### src/rtl/peripheral_control.sv
// Memory-mapped peripheral block: reloadable timer with interrupt, LED/7-segment
// registers, synchronized switches and a free-running cycle counter.
module peripheral_control #(
    parameter logic [31:0] BASE = 32'h4000_0000,
    parameter int unsigned SW_W = 8
) (
    input  logic            clk,
    input  logic            rst,
    input  logic            peri_cre,
    input  logic            peri_cwe,
    input  logic [31:0]     peri_addr,
    input  logic [31:0]     peri_wdata,
    output logic [31:0]     peri_rdata,
    input  logic [SW_W-1:0] switch,
    output logic [SW_W-1:0] led,
    output logic [11:0]     digi,
    output logic            irq
);

    localparam int unsigned DATA_W = 32;
    localparam int unsigned DIGI_W = 12;
    localparam int unsigned TCON_W = 3;

    localparam logic [DATA_W-1:0] ADDR_TH      = BASE + 32'h00;
    localparam logic [DATA_W-1:0] ADDR_TL      = BASE + 32'h04;
    localparam logic [DATA_W-1:0] ADDR_TCON    = BASE + 32'h08;
    localparam logic [DATA_W-1:0] ADDR_LED     = BASE + 32'h0C;
    localparam logic [DATA_W-1:0] ADDR_SWITCH  = BASE + 32'h10;
    localparam logic [DATA_W-1:0] ADDR_DIGI    = BASE + 32'h14;
    localparam logic [DATA_W-1:0] ADDR_SYSTICK = BASE + 32'h18;

    logic [DATA_W-1:0] th_q, th_d;
    logic [DATA_W-1:0] tl_q, tl_d;
    logic [TCON_W-1:0] tcon_q, tcon_d;
    logic [SW_W-1:0]   led_q, led_d;
    logic [DIGI_W-1:0] digi_q, digi_d;
    logic [DATA_W-1:0] systick_q, systick_d;
    logic [SW_W-1:0]   sw_meta_q, sw_meta_d;
    logic [SW_W-1:0]   sw_sync_q, sw_sync_d;

    logic sel_th, sel_tl, sel_tcon, sel_led, sel_switch, sel_digi, sel_systick;
    logic we_th, we_tl, we_tcon, we_led, we_digi;
    logic tl_max, irq_set;

    // Full 32-bit address decode; misaligned or unlisted addresses select nothing
    always_comb begin
        sel_th      = (peri_addr == ADDR_TH);
        sel_tl      = (peri_addr == ADDR_TL);
        sel_tcon    = (peri_addr == ADDR_TCON);
        sel_led     = (peri_addr == ADDR_LED);
        sel_switch  = (peri_addr == ADDR_SWITCH);
        sel_digi    = (peri_addr == ADDR_DIGI);
        sel_systick = (peri_addr == ADDR_SYSTICK);
        we_th       = peri_cwe & sel_th;
        we_tl       = peri_cwe & sel_tl;
        we_tcon     = peri_cwe & sel_tcon;
        we_led      = peri_cwe & sel_led;
        we_digi     = peri_cwe & sel_digi;
    end

    // Same-cycle read of pre-edge register state
    always_comb begin
        peri_rdata = '0;
        if (peri_cre) begin
            if (sel_th)           peri_rdata = th_q;
            else if (sel_tl)      peri_rdata = tl_q;
            else if (sel_tcon)    peri_rdata = DATA_W'(tcon_q);
            else if (sel_led)     peri_rdata = DATA_W'(led_q);
            else if (sel_switch)  peri_rdata = DATA_W'(sw_sync_q);
            else if (sel_digi)    peri_rdata = DATA_W'(digi_q);
            else if (sel_systick) peri_rdata = systick_q;
        end
    end

    // Timer and register next state; CPU writes override counting, status set beats a clear
    always_comb begin
        tl_max    = (tl_q == '1);
        irq_set   = tcon_q[0] & tl_max & tcon_q[1];
        th_d      = th_q;
        tl_d      = tl_q;
        tcon_d    = tcon_q;
        led_d     = led_q;
        digi_d    = digi_q;
        systick_d = systick_q + DATA_W'(1);
        sw_meta_d = switch;
        sw_sync_d = sw_meta_q;

        if (tcon_q[0]) begin
            tl_d = tl_max ? th_q : tl_q + DATA_W'(1);
        end
        if (we_th)   th_d   = peri_wdata;
        if (we_tl)   tl_d   = peri_wdata;
        if (we_tcon) tcon_d = peri_wdata[TCON_W-1:0];
        if (we_led)  led_d  = peri_wdata[SW_W-1:0];
        if (we_digi) digi_d = peri_wdata[DIGI_W-1:0];
        tcon_d[2] = tcon_d[2] | irq_set;
    end

    always_ff @(posedge clk or negedge rst) begin
        if (!rst) begin
            th_q      <= '0;
            tl_q      <= '0;
            tcon_q    <= '0;
            led_q     <= '0;
            digi_q    <= '0;
            systick_q <= '0;
            sw_meta_q <= '0;
            sw_sync_q <= '0;
        end else begin
            th_q      <= th_d;
            tl_q      <= tl_d;
            tcon_q    <= tcon_d;
            led_q     <= led_d;
            digi_q    <= digi_d;
            systick_q <= systick_d;
            sw_meta_q <= sw_meta_d;
            sw_sync_q <= sw_sync_d;
        end
    end

    assign led  = led_q;
    assign digi = digi_q;
    assign irq  = tcon_q[2];

endmodule

### config.mk
export PLATFORM = sky130hd
export DESIGN_NAME = peripheral_control
export DESIGN_NICKNAME = d
export VERILOG_FILES = /design/src/rtl/peripheral_control.sv
export SDC_FILE = /design/constraint.sdc
export NUM_CORES = 1
export LEC_CHECK = 0
export CAP_MARGIN = 20
export CELL_PAD_IN_SITES_DETAIL_PLACEMENT = 1
export CELL_PAD_IN_SITES_GLOBAL_PLACEMENT = 1
export CORE_MARGIN = 2
export CORE_UTILIZATION = 35
export CTS_CLUSTER_SIZE = 20
export DETAILED_ROUTE_END_ITERATION = 10
export PLACE_DENSITY = 0.7
export SYNTH_ARGS = -nofsm -noshare
export SYNTH_HDL_FRONTEND = slang
export SYNTH_SLANG_ARGS = --single-unit
### constraint.sdc
create_clock -name clk -period 3.7 [get_ports clk]
set_input_delay 0.555 -clock clk [delete_from_list [all_inputs] [get_ports clk]]
set_output_delay 0.555 -clock clk [all_outputs]
set_load 0.05 [all_outputs]
==> run metrics <==
Critical Path Start Type input pin; # IOs approximately 130; filler cell count ~2400; Synth cell types 60; H-tree Lvls 4; Avg Inst Size Synth roughly 9.6 µm²; Worst setup EP type primary output; via count 6756; Synth Net Count about 850; Post-DP HPWL around 19000 µm; Max Cap Viol 0; #FFs+latches synth between 100 and 150; CP arrival a little under 3 ns; GP Congestion around 0.79; Highest Signal Layer met4; yosys warns 0; first-pass GRT wire length roughly 42000 µm; Final nets between 900 and 1000; Pins Over Slew Limit 0; multi-input logic area 3760 µm²; DR DRC count 0; 1st-iter DRT viols approximately 320; RSZ-0062 raised after global routing no; Final Hold Vio Count 0; # diodes 0; Worst Path Required between 3 and 4 ns; total gr overflow 0; # rows 53; vias in the first global route around 7300; Combinational Power Share a little under 6%; period utilization between 90% and 100%; layout cell share with drive strength beyond 1 just under 20%; Top FF cell, synth dfrtp_1; pwr dens roughly 350 nW/µm²; die extent in x 150 µm; Worst R2R Start tl_q[1]; P_sw 811 µW; vias per cell 5.65; switching portion of total power between 20% and 30%; Post-synth EDFFs 0; largest net degree at the start of global routing ~100; total power around 3.5 mW; fin crit period about 3.5 ns; r2r setup slk ~0.97 ns; clk root buf clkbuf_16; Initial Utilization 35.5%; DIE HEIGHT between 100 and 150 µm; Setup CP Type in -> out; sequential cell area approximately 3400 µm²; r2r worst-path depth 8; clk buf depth 2; Setup Skew ~0.011 ns; Mapped Cells 775; synthesized area 7420 µm²; Int Pwr about 2.7 mW; Worst-Margin Slew just over 1 ns; LEAKAGE 4.25 nW; sequential share of power between 40% and 50%; WL met1 around 11000 µm; Layout area overhead 36.2%; wire per inst 22.0 µm; final setup TNS 0 ns; Clk pin slew, worst setup/hold paths ~0.060 ns; CTS sink cnt between 100 and 150; met2 WL 13000 µm; clock share of power 52.2%; register area share after synthesis around 46%; antenna-violating nets left 0; Worst-Skew Late Latency 0.43 ns; met3 WL between 1000 and 1500 µm; setup bufs post-CTS 0; router iterations before antenna repair 5; initial antenna violation count 0; path type of the worst min-delay path in -> async; final setup fails 0; Crit Reg-Reg Endpoint tl_q[5]; outcome finished clean; fin util between 40 and 50%; Worst Path Max Fanout 25; Async SR Flop Fraction 100%; DRT Wirelength ~26000 µm; core footprint between 20000 and 25000 µm²; Max IR drop VDD 235 µV; cts bufs inserted 17; die area about 22000 µm²; CTS tree done; WHS roughly 0.25 ns; IO Port Bufs ~130; GRT Overall Usage 24.6%; worst slew margin relative to its limit about a third; Highest Clock Rate 290 MHz
[routing by layer]
layer,vias up,track usage [%]
met3,45,5.03
met2,190,41.6
met4,0,10.4
met5,-,0
li1,3118,-
met1,3403,30.4
[worst max path at each step]
| stage | start | endpoint | slack (ns) | cells past startpoint |
|---|---|---|---|---|
| after floorplan | peri_addr[8] | peri_rdata[13] | 0.45 | 8 |
| after global placement | peri_addr[24] | peri_rdata[14] | 0.25 | 10 |
| after detailed placement | peri_addr[24] | peri_rdata[14] | 0.21 | 10 |
| after CTS | peri_addr[24] | peri_rdata[14] | 0.20 | 10 |
| after global routing | peri_addr[8] | peri_rdata[31] | 0.01 | 10 |
| final | peri_addr[24] | peri_rdata[17] | 0.25 | 10 |
[worst max-delay path, cell delays in order]
cell and delay [ns]:
clkdlybuf4s50_1 0.40, nor4_1 0.29, nand4_1 0.16, or2_1 0.34, buf_4 0.21, nor2_1 0.19
buf_12 0.22, a221oi_1 0.07, nor2_1 0.27, buf_12 0.18
[kinds of logic after synthesis]
| logic type | share of synthesized area [%] |
|---|---|
| xor+xnor | 3.89 |
| compound gates | 16.9 |
| simple gates | 19.2 |
| mux | 9.93 |
| fa+ha+maj | 0.337 |
| buf+inv | 4.27 |
| flops | 45.5 |
[through the flow]
step	instance area, µm²	std cells	setup WS, ns
final	10100	1196	0.246
after global routing	10100	1196	0.0138
after floorplan	7440	775	0.447
after detailed placement	9470	1164	0.212
after CTS	10100	1196	0.204
after global placement	9470	1164	0.253
[layout make-up]
| cell class | instances | share of cell area (%) |
|---|---|---|
| timing repair buffer | 163 | 18.9 |
| inverter | 20 | 0.743 |
| clock buffer | 19 | 4.38 |
| multi-input combinational | 571 | 37.2 |
| tap | 275 | 3.40 |
| clock inverter | 13 | 1.91 |
| sequential | 135 | 33.4 |
[cell usage in the layout (no fill, tap or decap), types with 4 or more instances in the layout]
cell type / count
and3_1: 14
nand2_1: 68
a221oi_1: 26
buf_4: 31
nor4_4: 4
clkinvlp_4: 5
nor2_1: 70
clkbuf_16: 17
xnor2_1: 24
mux2i_1: 8
nor3_2: 4
o31ai_1: 6
a31oi_1: 10
mux2_2: 55
nor3_1: 17
nand3_1: 32
clkdlybuf4s50_1: 95
buf_12: 36
nand4_1: 16
bufinv_16: 4
a21oi_1: 40
a21o_1: 7
nor4_1: 9
a22oi_1: 4
or3_1: 4
inv_1: 20
dfrtp_1: 135
and4_1: 6
o21ai_0: 57
nor2b_1: 10
xor2_1: 9
a41oi_1: 4
o22ai_1: 19
[state kept, by name, indices dropped and copies added (netlist names)]
name       flops
systick_q     32
th_q          32
tl_q          32
digi          12
led            8
sw_meta_q      8
sw_sync_q      8
tcon_q         3
[Yosys cell counts, drive strengths merged (2+ instances only)]
cell type	instances	area [µm²]
a21oi	40	200
mux2i	8	80.1
nand2b	3	18.8
ha	2	25.0
a31oi	10	62.6
nor3	22	136
a41oi	4	35.0
nor3b	2	15.0
o211ai	3	22.5
inv	20	75.1
xor2	9	78.8
a311oi	2	17.5
a2111oi	3	26.3
clkbuf	28	106
o22ai	19	119
dfrtp	135	3380
and4	6	52.6
and3	14	87.6
xnor2	24	210
a41o	2	20.0
buf	21	135
or2	4	25.0
nand2	68	255
a22oi	4	30.0
a221oi	26	228
nor2b	10	62.6
and2	3	18.8
o221ai	3	26.3
nand3	33	170
a31o	2	17.5
a21o	7	52.6
mux2	58	657
nor4	14	145
o21ai	57	285
o31ai	6	45.0
nand4	17	113
a211oi	3	22.5
nor2	71	267
or3	4	25.0
[power groups by stage]
stage	registers [mW]	clock network (mW)	logic, mW
after floorplan	1.51	0	0.0544
after global placement	1.51	0	0.205
after detailed placement	1.52	0	0.207
after CTS	1.49	1.88	0.210
after global routing	1.49	1.95	0.227
final	1.49	1.85	0.207
[what timing repair did]
| item | CTS | global route |
|---|---|---|
| endpoints found under the setup margin | 0 | 1 |
| hold buffers | 0 | 0 |
| resized for setup | 0 | 1 |
No activity file was read; power rests on OpenSTA's default activity.
